### src/rtl/mem_bus_arbiter.sv
// Two-master (instruction/data) burst arbiter in front of a single memory port.
// Round-robin on ties; one burst in flight at a time.
module mem_bus_arbiter #(
   parameter int ADDR_WIDTH      = 32,
   parameter int DATA_WIDTH      = 32,
   parameter int READ_BURST_LEN  = 8,
   parameter int WRITE_BURST_LEN = 8
) (
   input  logic                  sys_clk,
   input  logic                  sys_rst_n,
   input  logic                  i_req,
   input  logic [ADDR_WIDTH-1:0] i_addr,
   output logic                  i_gnt,
   output logic [DATA_WIDTH-1:0] i_rdata,
   output logic                  i_rvalid,
   output logic                  i_done,
   input  logic                  d_req,
   input  logic                  d_we,
   input  logic [ADDR_WIDTH-1:0] d_addr,
   input  logic [DATA_WIDTH-1:0] d_wdata,
   input  logic                  d_wvalid,
   output logic                  d_wready,
   output logic                  d_gnt,
   output logic [DATA_WIDTH-1:0] d_rdata,
   output logic                  d_rvalid,
   output logic                  d_done,
   output logic                  m_req,
   output logic                  m_we,
   output logic [ADDR_WIDTH-1:0] m_addr,
   input  logic                  m_cmd_ready,
   output logic [DATA_WIDTH-1:0] m_wdata,
   output logic                  m_wvalid,
   input  logic                  m_wready,
   input  logic [DATA_WIDTH-1:0] m_rdata,
   input  logic                  m_rvalid
);

   localparam int MAX_LEN = (READ_BURST_LEN > WRITE_BURST_LEN) ?
                            READ_BURST_LEN : WRITE_BURST_LEN;
   localparam int CW = $clog2(MAX_LEN) + 1;
   localparam logic [CW-1:0] R_LAST = CW'(READ_BURST_LEN - 1);
   localparam logic [CW-1:0] W_LAST = CW'(WRITE_BURST_LEN - 1);

   localparam logic OWN_I = 1'b0;
   localparam logic OWN_D = 1'b1;

   typedef enum logic [2:0] {
      S_IDLE,
      S_CMD,
      S_RDATA,
      S_WDATA,
      S_DONE
   } state_t;

   state_t                r_state;
   state_t                w_state_nxt;
   logic                  r_owner;
   logic                  r_last_owner;
   logic                  r_first;
   logic                  r_we;
   logic [CW-1:0]         r_cnt;
   logic [ADDR_WIDTH-1:0] r_addr;

   logic w_idle;
   logic w_sel_i;
   logic w_sel_d;
   logic w_rbeat;
   logic w_wbeat;
   logic w_in_rd;
   logic w_in_wr;

   assign w_idle  = (r_state == S_IDLE);
   assign w_in_rd = (r_state == S_RDATA);
   assign w_in_wr = (r_state == S_WDATA);

   // On a tie the side that did not own the previous burst wins.
   assign w_sel_d = w_idle & d_req & (~i_req | (r_last_owner == OWN_I));
   assign w_sel_i = w_idle & i_req & ~w_sel_d;

   assign w_rbeat = w_in_rd & m_rvalid;
   assign w_wbeat = w_in_wr & d_wvalid & m_wready;

   always_comb begin
      w_state_nxt = r_state;
      unique case (r_state)
         S_IDLE: begin
            if (w_sel_i | w_sel_d)
               w_state_nxt = S_CMD;
         end
         S_CMD: begin
            if (m_cmd_ready)
               w_state_nxt = r_we ? S_WDATA : S_RDATA;
         end
         S_RDATA: begin
            if (w_rbeat && (r_cnt == R_LAST))
               w_state_nxt = S_DONE;
         end
         S_WDATA: begin
            if (w_wbeat && (r_cnt == W_LAST))
               w_state_nxt = S_DONE;
         end
         S_DONE: begin
            w_state_nxt = S_IDLE;
         end
         default: begin
            w_state_nxt = S_IDLE;
         end
      endcase
   end

   always_ff @(posedge sys_clk or negedge sys_rst_n) begin
      if (!sys_rst_n) begin
         r_state      <= S_IDLE;
         r_owner      <= OWN_I;
         r_last_owner <= OWN_I;
         r_first      <= 1'b0;
         r_we         <= 1'b0;
         r_cnt        <= '0;
         r_addr       <= '0;
      end else begin
         r_state <= w_state_nxt;
         r_first <= 1'b0;
         if (w_sel_i | w_sel_d) begin
            r_owner <= w_sel_d;
            r_addr  <= w_sel_d ? d_addr : i_addr;
            r_we    <= w_sel_d & d_we;
            r_cnt   <= '0;
            r_first <= 1'b1;
         end else if (w_rbeat | w_wbeat) begin
            r_cnt <= r_cnt + 1'b1;
         end
         if (r_state == S_DONE)
            r_last_owner <= r_owner;
      end
   end

   assign m_req    = (r_state == S_CMD);
   assign m_we     = r_we;
   assign m_addr   = r_addr;
   assign m_wvalid = w_in_wr & d_wvalid;
   assign m_wdata  = w_in_wr ? d_wdata : '0;
   assign d_wready = w_in_wr & m_wready;

   assign i_gnt = r_first & (r_owner == OWN_I);
   assign d_gnt = r_first & (r_owner == OWN_D);

   assign i_rdata  = w_in_rd ? m_rdata : '0;
   assign d_rdata  = w_in_rd ? m_rdata : '0;
   assign i_rvalid = w_rbeat & (r_owner == OWN_I);
   assign d_rvalid = w_rbeat & (r_owner == OWN_D);

   assign i_done = (r_state == S_DONE) & (r_owner == OWN_I);
   assign d_done = (r_state == S_DONE) & (r_owner == OWN_D);

endmodule

### config.mk
export PLATFORM = sky130hd
export DESIGN_NAME = mem_bus_arbiter
export DESIGN_NICKNAME = d
export VERILOG_FILES = /design/src/rtl/mem_bus_arbiter.sv
export SDC_FILE = /design/constraint.sdc
export NUM_CORES = 1
export LEC_CHECK = 0
export CAP_MARGIN = 20
export CORE_AREA = 2 2 107 109
export CTS_BUF_LIST = sky130_fd_sc_hd__clkbuf_4 sky130_fd_sc_hd__clkbuf_8 sky130_fd_sc_hd__clkbuf_16
export DETAILED_ROUTE_END_ITERATION = 10
export DIE_AREA = 0 0 109 111
export PLACE_DENSITY = 0.79
export SYNTH_ARGS = -nofsm -noshare
export SYNTH_HDL_FRONTEND = slang
export SYNTH_SLANG_ARGS = --single-unit
### constraint.sdc
create_clock -name sys_clk -period 2 [get_ports sys_clk]
set_input_delay 0.6 -clock sys_clk [delete_from_list [all_inputs] [get_ports sys_clk]]
set_output_delay 0.6 -clock sys_clk [all_outputs]
set_load 0.01 [all_outputs]
==> results of run 1 <==
-- metal layers --
metal	routed length (um)	up-vias
met1	4810	1785
met3	1360	22
met5	12	-
li1	-	1775
met2	7000	203
met4	283	2
-- state kept, by name, indices dropped and copies added, names as in the netlist --
name and count:
r_owner 1, r_first 1, m_we 1, m_addr 32
r_cnt 4, r_last_owner 1, r_state 3
-- repair_timing --
action / in CTS / in global routing
gates resized for setup: 526 / 56
pin swaps: 30 / 8
buffers inserted: 17 / 3
gates cloned: 6 / 3
setup endpoints to repair: 105 / 119
-- logic make-up (layout without fill, tap and decap cells) --
group / after synthesis / in the layout / synth area share, %
simple gates: 127 / 127 / 25.0
compound gates: 115 / 115 / 22.1
buf+inv: 70 / 328 / 15.1
flops: 43 / 43 / 36.3
mux: 3 / 3 / 1.01
fa+ha+maj: 1 / 1 / 0.422
other cells: 0 / 2 / 0
-- path summary, 6_finish.rpt --
kind,startpoint,to
hold reg to reg,r_cnt[2],r_cnt[2]
setup / recovery,r_state[2],m_wdata[6]
max in group asynchronous,sys_rst_n,r_owner
setup reg to reg,r_state[0],m_addr[23]
hold / removal,sys_rst_n,m_addr[7]
min in group sys_clk,r_cnt[2],r_cnt[2]
-- layout by cell type (no fill, tap or decap), drive strengths merged, types with 2 or more instances in the layout --
cell,Yosys,routed
a21o,2,2
a21oi,33,33
a31oi,33,33
and2,34,34
and3,37,37
buf,52,145
clkbuf,16,9
clkdlybuf4s50,0,168
dfrtp,43,43
diode,0,2
dlymetal6s2s,0,2
inv,2,2
mux2i,3,3
nand2,5,5
nand3,33,33
nand3b,2,2
nor2,6,6
nor2b,3,3
nor3b,2,2
o211ai,2,2
o21ai,37,37
-- power breakdown --
group / internal, mW / switching, mW
Sequential: 1.30 / 0.291
Combinational: 3.68 / 2.63
Clock: 0.475 / 0.336
-- critical path, stage by stage, from the launching register on --
cell       delay, ns
dfrtp_2         0.42
buf_4           0.14
nor2b_4         0.19
buf_12          0.16
clkbuf_16       0.13
and3_1          0.16
buf_2           0.13
-- cell type report --
| type | instances | area, sq um | area share [%] |
|---|---|---|---|
| diodes | 2 | 5.00 | 0.0784 |
| clock buffers | 6 | 133 | 2.08 |
| multi-input cells | 246 | 1660 | 26.1 |
| well taps | 143 | 179 | 2.80 |
| repair buffers | 318 | 3300 | 51.7 |
| flip-flops and latches | 43 | 1080 | 16.9 |
| clock inverters | 2 | 12.5 | 0.196 |
| inverters | 2 | 10.0 | 0.157 |
==> flow_summary.ini, run 1 <==
[outcome]
status = finished with violations
failed_checks = negative setup slack

[drt]
vias = 3787
drc = 0
drt_first_pass_iters = 4
route.detailed.wl_per_inst_um = 17.7
vias_per_cell = 4.97
drt_iter0_drc = 192
routed_wl_um = 13500
ant_nets = 0

[place]
dp_worst_setup_slack_ns = -0.409
dp_hpwl_um = 9160
place_area_sq_um = 5660
place_inst = 728
portBuffers = 274
place_congestion = 0.763

[global_routing]
grt_pass1_wl_um = 19700
grt_max_degree = 68
grt_util_all_layers_pct = 20.5
gr-total-overflow = 0
use_met3_pct = 6.17
met2_usage_pct = 36.6
grt_pass1_vias = 3819
top_usage_layer = met2
antenna_found_initial = 3
met1_usage_pct = 22.7

[logic_synthesis]
synth_fp_nets = 497
yosys_warnings = 0
synthDominantCellAreaShare_pct = 36.3
async_flop_share_pct = 100
synth_edf_count = 0
syn_inst = 359
syn-cell-area_sq_um = 2970
synth.avg_cell_area_sq_um = 8.26
synth_top_cells_by_count = dfrtp_1, and3_1, buf_4
synth_area_leaders = dfrtp_1, buf_4, and3_1
ys_ff_latch = 43
ys_seq_area_share_pct = 36.3
synth_most_common_cell = dfrtp_1
yosysUniqueCellTypes = 37
synth_top_area_cell = dfrtp_1
synth-main-ff-cell = dfrtp_1

[die]
rows = 39
dieArea_sq_um = 12100
ios = 275
die_w_um = 109
die_y_um = 111
start_util_pct = 26.8
core_area_sq_um = 11100

[sta]
fin_crit_sh_pct = 111
skew_ns = 0.00850
worst_slew_pin_slew_ns = 0.422
report.final.hold_viol_count = 0
drv_slew = 0
finalSetupViolCount = 100
min_period_ns = 2.21
rsz0062_at_grt = true
slew_headroom_pct = 71.9
fmax_ghz = 0.452
tns_ns = -17.02
fin_ws_ns = -0.214
whs_ns = 0.243

[final_layout]
final_core_util_pct = 57.6
fin_nets = 754
layout-drive-gt1-share_pct = 35.8
nFillCells = 928
syn2layout_area_growth_pct = 115
instances_no_fill = 762
postLayoutCellArea_sq_um = 6380

[pwr]
total_power_mw = 8.71
p_leak_nw = 2.82
power.density_nw_per_um2 = 1360
ir_drop_mv = 0.659

[cts]
cts_sinks = 43
cts_tree = done
insertion_delay_ns = 0.28
path_clk_slew_ns = 0.06
cts_hold_buffers = 0
htreeDepth = 2
clockBufferDepth = 2
root_buffer = clkbuf_16
cts_buffers = 5

[setup_path]
worstSetupEndpointType = output port
reg2reg_slack_ns = 0.23
worst-path-max-fanout = 4
cp.required_ns = 1.40
start_kind = register
critPathArrivalTime_ns = 1.61
crit_type = reg -> out
worstRegToRegCells = 5

[job]
cap_viol_max_count = 0

[worst_hold_path]
hold_class = in -> async
No activity file was read; power rests on OpenSTA's default activity.
==> inputs of run 2 (changes only) <==
Settings changed: CTS_CLUSTER_SIZE set to 25.
==> results of run 2 <==
Same layout as run 1: the final DEF is identical, and so are final timing and power.
